==> src/rtl/lsu_pkg.sv <==
// Shared types and helpers for the load/store unit: op codes, memory size
// codes, FSM states and small decode functions.
package lsu_pkg;

    // Upper half of every legal data address.
    localparam logic [15:0] MEM_ADDR = 16'h1000;

    // Memory size codes; code 2 is rejected by the memory and never driven.
    localparam logic [1:0] SIZE_BYTE = 2'd0;
    localparam logic [1:0] SIZE_HALF = 2'd1;
    localparam logic [1:0] SIZE_WORD = 2'd3;

    typedef enum logic [2:0] {
        OP_LB  = 3'd0,
        OP_LH  = 3'd1,
        OP_LW  = 3'd2,
        OP_LBU = 3'd3,
        OP_LHU = 3'd4,
        OP_SB  = 3'd5,
        OP_SH  = 3'd6,
        OP_SW  = 3'd7
    } lsu_op_e;

    typedef enum logic [1:0] {
        ST_IDLE    = 2'd0,
        ST_ACCESS  = 2'd1,
        ST_ACCESS2 = 2'd2,
        ST_RESP    = 2'd3
    } lsu_state_e;

    // Access width in bytes (1, 2 or 4).
    function automatic logic [2:0] op_bytes(input lsu_op_e op);
        case (op)
            OP_LB, OP_LBU, OP_SB: op_bytes = 3'd1;
            OP_LH, OP_LHU, OP_SH: op_bytes = 3'd2;
            default:              op_bytes = 3'd4;
        endcase
    endfunction

    function automatic logic op_is_store(input lsu_op_e op);
        op_is_store = (op == OP_SB) || (op == OP_SH) || (op == OP_SW);
    endfunction

    function automatic logic op_is_signed(input lsu_op_e op);
        op_is_signed = (op == OP_LB) || (op == OP_LH);
    endfunction

endpackage

==> src/rtl/lsu_load_align.sv <==
// Combinational load alignment: picks n bytes starting at byte offset k out
// of the two-word window {word1, word0} and sign- or zero-extends them.
// Only the low three bytes of word1 can ever fall inside a 4-byte window.
module lsu_load_align (
    input  logic [23:0] word1,
    input  logic [31:0] word0,
    input  logic [1:0]  k,
    input  logic [2:0]  nbytes,
    input  logic        is_signed,
    output logic [31:0] result
);

    logic [31:0] shifted;

    // Shift the window right by k bytes, then truncate and extend to n bytes.
    always_comb begin
        case (k)
            2'd1:    shifted = {word1[7:0],  word0[31:8]};
            2'd2:    shifted = {word1[15:0], word0[31:16]};
            2'd3:    shifted = {word1[23:0], word0[31:24]};
            default: shifted = word0;
        endcase
        case (nbytes)
            3'd1:    result = {{24{is_signed & shifted[7]}},  shifted[7:0]};
            3'd2:    result = {{16{is_signed & shifted[15]}}, shifted[15:0]};
            default: result = shifted;
        endcase
    end

endmodule

==> src/rtl/load_store_unit.sv <==
// Load/store unit: accepts one request at a time, issues aligned accesses as
// a single memory operation, splits misaligned loads into two word reads and
// misaligned stores into byte writes, and returns extended load data.
module load_store_unit (
    input  logic        clock,
    input  logic        reset,
    input  logic        req_valid,
    output logic        req_ready,
    input  logic [2:0]  req_op,
    input  logic [31:0] req_addr,
    input  logic [31:0] req_wdata,
    output logic        resp_valid,
    output logic [31:0] resp_rdata,
    output logic        resp_err,
    output logic [31:0] mem_addr,
    output logic [31:0] mem_wdata,
    input  logic [31:0] mem_rdata,
    output logic [1:0]  mem_size,
    output logic        mem_we,
    output logic        mem_re
);

    import lsu_pkg::*;

    lsu_state_e  state_q, state_d;
    lsu_op_e     op_q, op_d;
    logic [31:0] addr_q, addr_d;
    logic [31:0] wdata_q, wdata_d;
    logic [31:0] word0_q, word0_d;
    logic [31:0] rdata_q, rdata_d;
    logic        err_q, err_d;
    logic [1:0]  cnt_q, cnt_d;

    lsu_op_e     req_op_e;
    logic [2:0]  req_n;
    logic        req_err;
    logic [2:0]  n_q;
    logic [1:0]  k_q;
    logic        spans_two_words;
    logic        store_aligned;
    logic [1:0]  store_size;
    logic [31:0] word_addr;
    logic [31:0] align_word0;
    logic [31:0] load_result;
    logic        we_raw;
    logic        re_raw;

    assign req_op_e = lsu_op_e'(req_op);
    assign req_n    = op_bytes(req_op_e);
    // The first byte must be in the window and the last byte must not carry
    // out of its low 16 bits, which is the same as staying in the window.
    assign req_err  = (req_addr[31:16] != MEM_ADDR) ||
                      (req_addr[15:0] > (16'hFFFF - ({13'b0, req_n} - 16'd1)));

    assign n_q             = op_bytes(op_q);
    assign k_q             = addr_q[1:0];
    assign spans_two_words = ({2'b00, k_q} + {1'b0, n_q}) > 4'd4;
    assign word_addr       = {addr_q[31:2], 2'b00};
    assign align_word0     = (state_q == ST_ACCESS2) ? word0_q : mem_rdata;

    // Classify the latched store as single-operation or byte-by-byte.
    always_comb begin
        case (op_q)
            OP_SB: begin
                store_aligned = 1'b1;
                store_size    = SIZE_BYTE;
            end
            OP_SH: begin
                store_aligned = ~k_q[0];
                store_size    = SIZE_HALF;
            end
            default: begin
                store_aligned = (k_q == 2'd0);
                store_size    = SIZE_WORD;
            end
        endcase
    end

    lsu_load_align u_align (
        .word1     (mem_rdata[23:0]),
        .word0     (align_word0),
        .k         (k_q),
        .nbytes    (n_q),
        .is_signed (op_is_signed(op_q)),
        .result    (load_result)
    );

    // Next-state, datapath latches and memory/response outputs.
    always_comb begin
        state_d    = state_q;
        op_d       = op_q;
        addr_d     = addr_q;
        wdata_d    = wdata_q;
        word0_d    = word0_q;
        rdata_d    = rdata_q;
        err_d      = err_q;
        cnt_d      = cnt_q;
        req_ready  = 1'b0;
        resp_valid = 1'b0;
        resp_err   = 1'b0;
        resp_rdata = 32'd0;
        mem_addr   = 32'd0;
        mem_wdata  = 32'd0;
        mem_size   = SIZE_WORD;
        we_raw     = 1'b0;
        re_raw     = 1'b0;

        case (state_q)
            ST_IDLE: begin
                req_ready = 1'b1;
                if (req_valid) begin
                    op_d    = req_op_e;
                    addr_d  = req_addr;
                    wdata_d = req_wdata;
                    cnt_d   = 2'd0;
                    rdata_d = 32'd0;
                    err_d   = req_err;
                    state_d = req_err ? ST_RESP : ST_ACCESS;
                end
            end
            ST_ACCESS: begin
                if (op_is_store(op_q)) begin
                    we_raw = 1'b1;
                    if (store_aligned) begin
                        mem_addr  = addr_q;
                        mem_size  = store_size;
                        mem_wdata = wdata_q;
                        state_d   = ST_RESP;
                    end else begin
                        mem_addr  = addr_q + {30'd0, cnt_q};
                        mem_size  = SIZE_BYTE;
                        mem_wdata = {24'd0, wdata_q[{cnt_q, 3'b000} +: 8]};
                        cnt_d     = cnt_q + 2'd1;
                        if ({1'b0, cnt_q} == (n_q - 3'd1)) begin
                            state_d = ST_RESP;
                        end
                    end
                end else begin
                    re_raw   = 1'b1;
                    mem_addr = word_addr;
                    word0_d  = mem_rdata;
                    if (spans_two_words) begin
                        state_d = ST_ACCESS2;
                    end else begin
                        rdata_d = load_result;
                        state_d = ST_RESP;
                    end
                end
            end
            ST_ACCESS2: begin
                re_raw   = 1'b1;
                mem_addr = word_addr + 32'd4;
                rdata_d  = load_result;
                state_d  = ST_RESP;
            end
            ST_RESP: begin
                resp_valid = 1'b1;
                resp_err   = err_q;
                resp_rdata = rdata_q;
                state_d    = ST_IDLE;
            end
            default: state_d = ST_IDLE;
        endcase

        mem_we = we_raw & ~reset;
        mem_re = re_raw & ~reset;
    end

    // State and latch registers with synchronous reset.
    always_ff @(posedge clock) begin
        if (reset) begin
            state_q <= ST_IDLE;
            op_q    <= OP_LB;
            addr_q  <= 32'd0;
            wdata_q <= 32'd0;
            word0_q <= 32'd0;
            rdata_q <= 32'd0;
            err_q   <= 1'b0;
            cnt_q   <= 2'd0;
        end else begin
            state_q <= state_d;
            op_q    <= op_d;
            addr_q  <= addr_d;
            wdata_q <= wdata_d;
            word0_q <= word0_d;
            rdata_q <= rdata_d;
            err_q   <= err_d;
            cnt_q   <= cnt_d;
        end
    end

endmodule

==> config.mk <==
export PLATFORM = sky130hd
export DESIGN_NAME = load_store_unit
export DESIGN_NICKNAME = d
export VERILOG_FILES = /design/src/rtl/lsu_pkg.sv /design/src/rtl/lsu_load_align.sv /design/src/rtl/load_store_unit.sv
export SDC_FILE = /design/constraint.sdc
export NUM_CORES = 1
export LEC_CHECK = 0
export ABC_AREA = 0
export BUFFER_PORTS_ARGS = -buffer_cell sky130_fd_sc_hd__buf_2
export CAP_MARGIN = 5
export CELL_PAD_IN_SITES_DETAIL_PLACEMENT = 1
export CELL_PAD_IN_SITES_GLOBAL_PLACEMENT = 2
export CORE_AREA = 2 2 169 171
export CTS_BUF_LIST = sky130_fd_sc_hd__clkbuf_4
export CTS_CLUSTER_SIZE = 30
export DETAILED_ROUTE_END_ITERATION = 6
export DIE_AREA = 0 0 171 173
export PLACE_DENSITY_LB_ADDON = 0.25
export SYNTH_ARGS = -nofsm -noshare
export SYNTH_HDL_FRONTEND = slang
export SYNTH_SLANG_ARGS = --single-unit
==> constraint.sdc <==
create_clock -name clock -period 4.25 [get_ports clock]
set_input_delay 0.6375 -clock clock [delete_from_list [all_inputs] [get_ports clock]]
set_output_delay 0.6375 -clock clock [all_outputs]
set_load 0.01 [all_outputs]
==> metrics.txt, run 1 <==
max_cap viols=0; Arr. time, crit path=4390 ps; unrepaired setup endpoints after global routing=false; cts bufs inserted=17; count of cell types in the netlist=64; cell area after layout=10,210 um^2; CTS tree=yes; initial core utilization=30.65%; Clock Pin Slew Worst Setup and Hold Paths=140 ps; Startpoint Class=flop; Area growth, synth to finish=20.58%; Post-synth ARST share=0%; pin count of the biggest net entering global routing=91; core region area=27,630 um^2; Switching Share=43.51%; capturing point of the worst reg2reg path=rdata_q[31]; launch point of the worst path=op_q[0]; sequential fraction of the synthesis area=32.15%; CP required=4750 ps; Setup crit end=rdata_q[31]; Final WS setup=355.2 ps; post-route setup TNS=0 ps; Hold Vio Cnt, Final=0; Rel. slew slack=24.87%; final core occ=36.96%; Worst path most repeated cell=nor2_1; vias in the first global route=8,724; f_max=0.2568 GHz; Final Max Tran Viols=0; Syn Area/Cell=7.474 um^2; Crit path largest cell delay=560 ps; share of cells above drive strength 1=24.45%; combinational share of power=45.1%; hold path start=req_wdata[19]; FF-to-FF path depth=13; top cell type by total area after synthesis=dfxtp_1; initial antenna violation count=2; Setup Skew=28.99 ps; worst-margin pin slew=1127 ps; grt total ovfl=0; worst slack, placed=375.6 ps; Fillers=3,540; Iteration-0 DRC Markers=392; Placed Instance Area=9814 um^2; run status=finished, final reports clean; Bufs on Longest Clock Path=2; wire per inst=17.99 um; vias per cell=5.060; CTS Sinks=136; syn_nets=1,261; final setup vio count=0; Pwr Density=530.7 nW/um^2; Die ar.=29,580 um^2; CTS root buffer=clkbuf_4; remaining antenna violation count=0; worst r2r src=op_q[0]; Seq pwr share=33.3%; reg2reg setup slack=360 ps; worst path bufs/invs=2; NetSw=0.002358 W; Hold Crit Class=in -> reg; Post-synth EDFFs=0; cell count after synthesis=1,133; family with the most delay on the worst path=compound AO/OA/AOI/OAI gates; first-pass GRT wire length=47.87 mm; vias post-DR=8,567; post-synth top area share=32.15%; final period utilization=91.64%; Crit-path slowest cell=dfxtp_1; Post-Syn Area=8468 um^2; die height=173 um; DRC Markers=0; Clk pwr share=21.6%; DRT Pass-1 Iters=4; Total GRT Usage=20.59%; Max FO, Critical Path=16; Die X=171 um; Critical Path End Type=flop; FP Rows=61; ys flop type=dfxtp_1; WL final=30.46 mm; critical path type=reg -> reg; Internal=0.003061 W; I/O Pins=205; final net count=1,428; cell count along the critical path=13; maximum VDD drop=224.3 uV; Seq cells post-synth=136; min Tclk post-route=3895 ps; Worst-Skew Late Latency=570 ps; Pleak=4.260 nW; largest cells by area after synthesis=dfxtp_1, nand2_1, a21oi_1; H-tree depth=4; I/O Buffers=204; DP Wirelength=22.46 mm; Post-CTS Hold Buffers=0; routability cong.=0.8076; Ys Warns=0; worst path cell trace=o21ba_2 -> a21oi_1 -> inv_1 -> ha_1 -> nor2_1 -> fa_1 -> nor2_1 -> o22ai_1 -> a2111oi_4 -> buf_4 -> and3_1 -> o211ai_1 -> nand3_1
==> per-layer routing <==
layer | wire length [um] | global-route usage [%]
met5 | 0 | 0
met4 | 346 | 4.379
met3 | 1212 | 3.593
met2 | 15300 | 36.66
met1 | 13590 | 25.81
==> worst min path at each step <==
stage | endpoint | slack (ps) | cells past startpoint
floorplan | rdata_q[30] | 420 | 2
global route | wdata_q[27] | 240 | 3
global placement | word0_q[26] | 440 | 2
detailed placement | word0_q[25] | 450 | 2
CTS | wdata_q[7] | 230 | 3
finish | wdata_q[19] | 300 | 3
==> layout make-up <==
cell class                      count  area (um^2)  share of cell area [%]
Antenna cell                        2        5.005                 0.04901
Sequential cell                   136         2725                   26.69
Tap cell                          378        473.0                   4.632
Multi-Input combinational cell    900         5354                   52.43
Clock inverter                     13        240.2                   2.353
Timing Repair Buffer              229         1211                   11.86
Clock buffer                       19        142.6                   1.397
Inverter                           16        60.06                  0.5882
==> through the flow <==
step	cells	hold slack (ps)	total power, W
2_1_floorplan	1133	417.1	0.003462
3_3_place_gp	1658	439.0	0.004261
3_5_place_dp	1658	446.8	0.004301
4_1_cts	1690	231.0	0.005496
5_1_grt	1693	238.4	0.005838
6_report	1693	295.7	0.005419
==> synthesized netlist by cell type (2+ instances only) <==
cell type and instances:
a22oi_1 18, or4_1 2, or3_1 11, and3_1 4
nor2_1 81, nand2_1 267, a21oi_1 141, mux2_2 37
o31ai_1 3, clkbuf_1 53, a211oi_1 4, a311oi_1 7
nor3_1 16, nand3_1 37, mux2i_1 37, a21boi_0 2
a41oi_1 2, buf_1 8, o22ai_1 2, o211ai_1 11
a21o_1 3, nor4_1 5, and4b_1 2, xor2_1 2
buf_2 17, a31oi_1 10, ha_1 24, inv_1 15
fa_1 2, nor3b_1 2, nand4_1 7, mux4_2 9
and4_1 4, a32oi_1 2, and2_1 62, o21ai_1 3
nand2b_1 10, dfxtp_1 136, xnor2_1 4, a22o_1 8
nor2b_1 4, o21ai_0 37
==> flip-flops by register name, indices dropped and copies added, names as in the netlist <==
register	flops
addr_q	32
cnt_q	2
err_q	1
op_q	3
rdata_q	32
state_q	2
wdata_q	32
word0_q	32
==> power groups by stage <==
stage / registers [W] / clock network [W] / logic, W
6_report: 0.00181 / 0.00117 / 0.00244
5_1_grt: 0.00185 / 0.00125 / 0.00274
4_1_cts: 0.00181 / 0.00121 / 0.00248
3_5_place_dp: 0.00184 / 0 / 0.00246
3_3_place_gp: 0.00183 / 0 / 0.00243
2_1_floorplan: 0.00174 / 0 / 0.00172
==> tightest hold or removal path: cells and delay by family <==
kind	cells	cell delay (ps)
buf+inv	1	90
simple gates	1	50
compound gates	1	50
==> cells by family (layout without fill, tap and decap cells) <==
| family | count (synthesis) | in the layout | synth area share, % |
|---|---|---|---|
| simple gates | 522 | 522 | 28.29 |
| compound gates | 263 | 263 | 18.53 |
| flops | 136 | 136 | 32.15 |
| buf+inv | 97 | 277 | 4.698 |
| mux | 83 | 83 | 11.69 |
| fa+ha+maj | 26 | 26 | 4.019 |
| xor+xnor | 6 | 6 | 0.6206 |
| other cells | 0 | 2 | 0 |
==> cell usage in the layout (no fill, tap or decap), drive strengths merged, types with 3 or more instances in the layout <==
cell type | synthesis | layout
a211oi | 4 | 4
a21o | 3 | 3
a21oi | 141 | 141
a22o | 8 | 8
a22oi | 18 | 18
a311oi | 7 | 7
a31oi | 10 | 10
and2 | 62 | 62
and3 | 4 | 4
and4 | 4 | 4
buf | 27 | 229
bufinv | 0 | 6
clkbuf | 54 | 19
dfxtp | 136 | 136
ha | 24 | 24
inv | 16 | 20
mux2 | 37 | 37
mux2i | 37 | 37
mux4 | 9 | 9
nand2 | 267 | 267
nand2b | 10 | 10
nand3 | 37 | 37
nand4 | 9 | 9
nor2 | 81 | 81
nor2b | 4 | 4
nor3 | 18 | 18
nor4 | 5 | 5
o211ai | 11 | 11
o21ai | 40 | 40
o31ai | 3 | 3
or3 | 11 | 11
xnor2 | 4 | 4
==> what timing repair did <==
| action | in CTS | in global routing |
|---|---|---|
| setup endpoints to repair | 0 | 17 |
| setup buffers | 0 | 1 |
| resized for setup | 0 | 1 |
Note: power is estimated with default switching activity, not from simulation.
==> run 2, diff against run 1 <==
BUFFER_PORTS_ARGS = default   (was -buffer_cell sky130_fd_sc_hd__buf_2)
CORE_AREA = 2 2 155 157   (was 2 2 169 171)
DIE_AREA = 0 0 157 159   (was 0 0 171 173)
DONT_BUFFER_PORTS = 1   (was default)
SYNTH_HIERARCHICAL = 1   (was default)
==> run 2 against run 1 <==
Compared with the run above: global-route usage up 1.2 points; critical path type is now reg -> out; cell area down 12%; via count decreased by 9.3%; largest power group unchanged; synthesized cell count decreased by 0.53%.
==> metrics.txt, run 2 <==
run status=finished, final reports clean (unchanged); Fillers=2,883 (was 3,540); Crit-path slowest cell=dfxtp_1 (unchanged); sequential fraction of the synthesis area=31.95% (was 32.15%); share of cells above drive strength 1=13.00% (was 24.45%); Post-synth top cells=nand2_1, a21oi_1, dfxtp_1 (unchanged); Post-synth ARST share=0% (unchanged); final net count=1,213 (was 1,428); core region area=23,190 um^2 (was 27,630 um^2); Pleak=3.051 nW (was 4.260 nW); worst r2r src=op_q[1] (was op_q[0]); Rel. slew slack=28.41% (was 24.87%); WL final=27.24 mm (was 30.46 mm); DRC Markers=0 (unchanged); Syn Area/Cell=7.562 um^2 (was 7.474 um^2); worst-margin pin slew=1074 ps (was 1127 ps); I/O Pins=205 (unchanged); commonest non-fill, non-tap cell in the layout=nand2_1 (unchanged); Worst-Skew Late Latency=570 ps (about the same); count leader, synth=nand2_1 (unchanged); Hold Crit Class=in -> reg (unchanged); post-route setup TNS=0 ps (unchanged); f_max=0.2648 GHz (was 0.2568 GHz); DRT Pass-1 Iters=4 (unchanged); post-synth top area share=31.95% (was 32.15%); WHS Endpoint=wdata_q[18] (was wdata_q[19]); multi-input logic area=5421 um^2 (was 5354 um^2); Pwr Density=592.0 nW/um^2 (was 530.7 nW/um^2); Seq cells post-synth=136 (unchanged); count of cell types in the netlist=59 (was 64); cell count after synthesis=1,127 (was 1,133); maximum VDD drop=307.1 uV (was 224.3 uV); remaining antenna violation count=0 (unchanged); Die ar.=24,960 um^2 (was 29,580 um^2); cell area after layout=9032 um^2 (was 10,210 um^2); critical path type=reg -> out (was reg -> reg); Startpoint Class=flop (unchanged); Worst Hold Depth=1 (was 3); CP required=3610 ps (was 4750 ps); final setup vio count=0 (unchanged); FP Rows=56 (was 61); unrepaired setup endpoints after global routing=false (unchanged); Iteration-0 DRC Markers=386 (was 392); first-pass GRT wire length=42.99 mm (was 47.87 mm); syn_nets=1,253 (was 1,261); routability cong.=0.7608 (was 0.8076); vias per cell=5.475 (was 5.060); Total GRT Usage=21.78% (was 20.59%); die height=159 um (was 173 um); cts bufs inserted=17 (unchanged); Arr. time, crit path=3140 ps (was 4390 ps); pin count of the biggest net entering global routing=139 (was 91); DP Wirelength=19.68 mm (was 22.46 mm); initial core utilization=36.74% (was 30.65%); Final Max Tran Viols=0 (unchanged); CTS resizes=0 (unchanged); CTS tree=yes (unchanged); min Tclk post-route=3776 ps (was 3895 ps); Max FO, Critical Path=10 (was 16); initial antenna violation count=1 (was 2); Area growth, synth to finish=5.990% (was 20.58%); Critical Path End Type=output pin (was flop); FF/Latch Area=2725 um^2 (unchanged); final period utilization=88.85% (was 91.64%); I/O Buffers=0 (was 204); ys flop type=dfxtp_1 (unchanged); Bufs on Longest Clock Path=2 (unchanged); vias in the first global route=7,728 (was 8,724); worst path cell trace=buf_4 -> inv_1 -> fa_1 -> nor3_2 -> nor2_1 -> or3_1 -> a21oi_1 (was o21ba_2 -> a21oi_1 -> inv_1 -> ha_1 -> nor2_1 -> fa_1 -> nor2_1 -> o22ai_1 -> a2111oi_4 -> buf_4 -> and3_1 -> o211ai_1 -> nand3_1); largest cells by area after synthesis=dfxtp_1, nand2_1, a21oi_1 (unchanged); Clock Pin Slew Worst Setup and Hold Paths=150 ps (was 140 ps); Ys Warns=6 (was 0); CTS Sinks=136 (unchanged); Setup Skew=23.82 ps (was 28.99 ps); Post-CTS Setup Bufs=0 (unchanged); Post-synth EDFFs=0 (unchanged); Placed Instance Area=8745 um^2 (was 9814 um^2); Crit path largest cell delay=430 ps (was 560 ps); max_cap viols=0 (unchanged); most frequent cells in the layout=nand2_1, a21oi_1, dfxtp_1 (was nand2_1, buf_2, a21oi_1); Die X=157 um (was 171 um); CTS root buffer=clkbuf_4 (unchanged); hold path start=reset (was req_wdata[19]); H-tree depth=4 (unchanged); Post-CTS Hold Buffers=0 (unchanged); FF-to-FF path depth=13 (unchanged); vias post-DR=7,774 (was 8,567); grt total ovfl=0 (unchanged); capturing point of the worst reg2reg path=rdata_q[4] (was rdata_q[31]); top cell type by total area after synthesis=dfxtp_1 (unchanged); Post-Syn Area=8522 um^2 (was 8468 um^2); reg2reg setup slack=710 ps (was 360 ps); Hold Vio Cnt, Final=0 (unchanged); wire per inst=19.18 um (was 17.99 um)
run 2: cell types whose count changed after synthesis, sizes merged, moves of 15 or more:
cell	change
o21ai	+15
nor2	-30
mux2	+31
a21oi	+21
run 2: metal layers:
metal	track usage [%]	vias up	part of all wire [%]	wire length, um
met3	5.934	20	5.6	1533
li1	-	3868	-	-
met4	5.963	0	1.1	310
met2	36.96	144	49	13460
met5	0	-	0	0
met1	27.01	3742	44	11930
run 2: area by class of cell:
| type | count | area share (%) |
|---|---|---|
| diodes | 1 | 0.02770 |
| clock buffers | 19 | 1.579 |
| clock inverters | 13 | 1.579 |
| inverters | 15 | 0.6234 |
| multi-input cells | 898 | 60.02 |
| flip-flops and latches | 136 | 30.17 |
| well taps | 319 | 4.419 |
| repair buffers | 19 | 1.579 |
run 2: worst max-delay path by stage:
stage | start | slack [ps] | cells after the start | endpoint
after global placement | op_q[1] | 890 | 13 | rdata_q[29]
after floorplan | op_q[0] | 1180 | 14 | rdata_q[10]
after global routing | cnt_q[1] | 240 | 7 | mem_addr[8]
after CTS | cnt_q[1] | 400 | 7 | mem_addr[8]
after detailed placement | op_q[1] | 720 | 13 | rdata_q[13]
final | cnt_q[1] | 470 | 7 | mem_addr[8]
run 2: cell families after synthesis:
group                      count (synthesis)  synth area share, %
AOI/OAI and AO/OA                        269                17.85
buffers and inverters                     93                4.595
and+or+nand+nor                          496                27.59
DFF                                      136                31.95
xor gates and xnor gates                   5               0.5140
muxes                                    104                13.80
adders and majority gates                 24                3.700
run 2: where the power goes:
part / total (W) / switching, W / internal, W
logic: 0.00263 / 0.00172 / 0.000904
registers: 0.00180 / 0.000227 / 0.00158
clock network: 0.000917 / 0.000549 / 0.000368
run 2: stage by stage:
step	total power [W]	util (%)	hold slack [ps]	instances	worst slack, ps
after global routing	0.005783	38.95	50.81	1420	239.6
final	0.005347	38.95	119.0	1420	474.0
after global placement	0.004460	37.71	432.3	1387	893.7
after detailed placement	0.004498	37.71	438.0	1387	719.4
after floorplan	0.003765	-	427.3	1127	1178
after CTS	0.005423	38.93	70.54	1419	404.6
run 2: critical path: cells and delay by family, from the launching register on:
family                     cells  cell delay [ps]
adders and majority gates      1              430
AOI/OAI and AO/OA              1              330
buffers and inverters          2              320
DFF                            1              430
and+or+nand+nor                3             1060
==> run 3, diff against run 2 <==
CORE_AREA = 2 2 111 220   (was 2 2 155 157)
DIE_AREA = 0 0 113 222   (was 0 0 157 159)
==> run 3 against run 2 <==
Compared with the run above: the run now ends with design-rule violations left; wire length rose by 11%; total power increased by 4.8%; clock skew fell by 2.2 ps; sequential cell count unchanged; worst hold slack lost 36 ps.
==> metrics.txt, run 3 (same netlist as run 2, synthesis figures left out) <==
run status=finished, violations left (was finished, final reports clean); failing checks=design-rule violations; Rel. slew slack=22.25% (was 28.41%); grt total ovfl=0 (unchanged); initial core utilization=36.53% (was 36.74%); share of cells above drive strength 1=12.96% (was 13.00%); H-tree depth=4 (unchanged); routability cong.=0.8173 (was 0.7608); most frequent cells in the layout=nand2_1, a21oi_1, dfxtp_1 (unchanged); Final Power=0.005605 W (was 0.005347 W); Die ar.=25,090 um^2 (was 24,960 um^2); initial antenna violation count=2 (was 1); Max FO, Critical Path=13 (was 10); Hold Crit Class=in -> reg (unchanged); Pleak=3.085 nW (was 3.051 nW); cts bufs inserted=17 (unchanged); Total GRT Usage=24.14% (was 21.78%); vias per cell=5.692 (was 5.475); post-route setup TNS=0 ps (unchanged); maximum VDD drop=287.0 uV (was 307.1 uV); met1 Usage GRT=22.77% (was 27.01%); Hold Vio Cnt, Final=0 (unchanged); Fillers=2,908 (was 2,883); vias post-DR=7,901 (was 7,774); max_cap viols=0 (unchanged); min Tclk post-route=3785 ps (was 3776 ps); Clock Pin Slew Worst Setup and Hold Paths=130 ps (was 150 ps); final setup vio count=0 (unchanged); DP Wirelength=22.33 mm (was 19.68 mm); WL final=30.32 mm (was 27.24 mm); Iteration-0 DRC Markers=365 (was 386); Die X=113 um (was 157 um); I/O Pins=205 (unchanged); critical path type=reg -> out (unchanged); GR peak layer=met2 (unchanged); Area growth, synth to finish=6.636% (was 5.990%); final net count=1,216 (was 1,213); CTS root buffer=clkbuf_4 (unchanged); DRC Markers=7 (was 0); CTS resizes=0 (unchanged); final period utilization=89.06% (was 88.85%); CTS tree=yes (unchanged); pin count of the biggest net entering global routing=132 (was 139); unrepaired setup endpoints after global routing=false (unchanged); vias in the first global route=8,142 (was 7,728); Bufs on Longest Clock Path=2 (unchanged); FP Rows=79 (was 56); worst-margin pin slew=1166 ps (was 1074 ps); Setup Skew=21.66 ps (was 23.82 ps); I/O Buffers=0 (unchanged); f_max=0.2642 GHz (was 0.2648 GHz); Pwr Density=616.8 nW/um^2 (was 592.0 nW/um^2); remaining antenna violation count=0 (unchanged); Startpoint Class=flop (unchanged); Final Max Tran Viols=0 (unchanged); Worst-Skew Late Latency=630 ps (was 570 ps); CTS Sinks=136 (unchanged); Critical Path End Type=output pin (unchanged); die height=222 um (was 159 um); first-pass GRT wire length=46.51 mm (was 42.99 mm); met3 global-route usage=5.987% (was 5.934%); commonest non-fill, non-tap cell in the layout=nand2_1 (unchanged); core region area=23,330 um^2 (was 23,190 um^2); wire per inst=21.84 um (was 19.18 um); DRT Pass-1 Iters=6 (was 4); CP required=3610 ps (about the same); Arr. time, crit path=3150 ps (was 3140 ps); met2 Use GR=46.63% (was 36.96%)
run 3: final cells by class:
| type | count | area [um^2] | share of cell area, % |
|---|---|---|---|
| sequential | 136 | 2725 | 29.99 |
| tap | 283 | 354.1 | 3.896 |
| antenna | 2 | 5.005 | 0.05507 |
| timing repair buffer | 22 | 172.7 | 1.900 |
| clock inverter | 15 | 225.2 | 2.478 |
| inverter | 15 | 56.30 | 0.6196 |
| multi-input combinational | 898 | 5421 | 59.66 |
| clock buffer | 17 | 127.6 | 1.404 |
run 3: worst paths after layout:
check / start / to / slack [ps] / cells past startpoint
max: state_q[1] / mem_addr[26] / 460 / 6
min: reset / wdata_q[31] / 80 / 1
max reg2reg: op_q[1] / rdata_q[30] / 730 / 13
min reg2reg: rdata_q[27] / rdata_q[27] / 450 / 2
run 3: per-layer routing:
layer / vias to the layer above / part of all wire [%] / wire [um]
met4: 0 / 4.8 / 1442
met5: - / 0 / 0
met2: 160 / 57 / 17180
met1: 3833 / 34 / 10350
met3: 47 / 4.4 / 1346
li1: 3861 / - / -
run 3: through the flow:
stage               hold slack, ps  cell area, um^2  cells  worst slack (ps)  utilization (%)
floorplan                    427.3             8522   1127              1178                -
global placement             431.2             8700   1351             874.7            37.29
detailed placement           436.8             8700   1351             729.7            37.29
CTS                         0.6143             9082   1386             350.5            38.93
global route                -12.79             9087   1388             211.0            38.96
finish                       82.85             9087   1388             464.9            38.96
run 3: timing repair:
item                                   4_1_cts  5_1_grt
endpoints found under the hold margin        6        0
hold buffers                                 3        0
setup buffers                                0        0
run 3: where the power goes:
part	total [W]	switching, W	internal (W)
combinational	0.00272	0.00183	0.000897
sequential	0.00180	0.000223	0.00158
clock	0.00108	0.000557	0.000527
run 3: worst max-delay path, cell delays in order, from the launching register on:
cell      delay [ps]
dfxtp_1          370
inv_1             90
ha_1             500
inv_1            330
nor2_1           580
nor2_1           120
a311oi_1         530
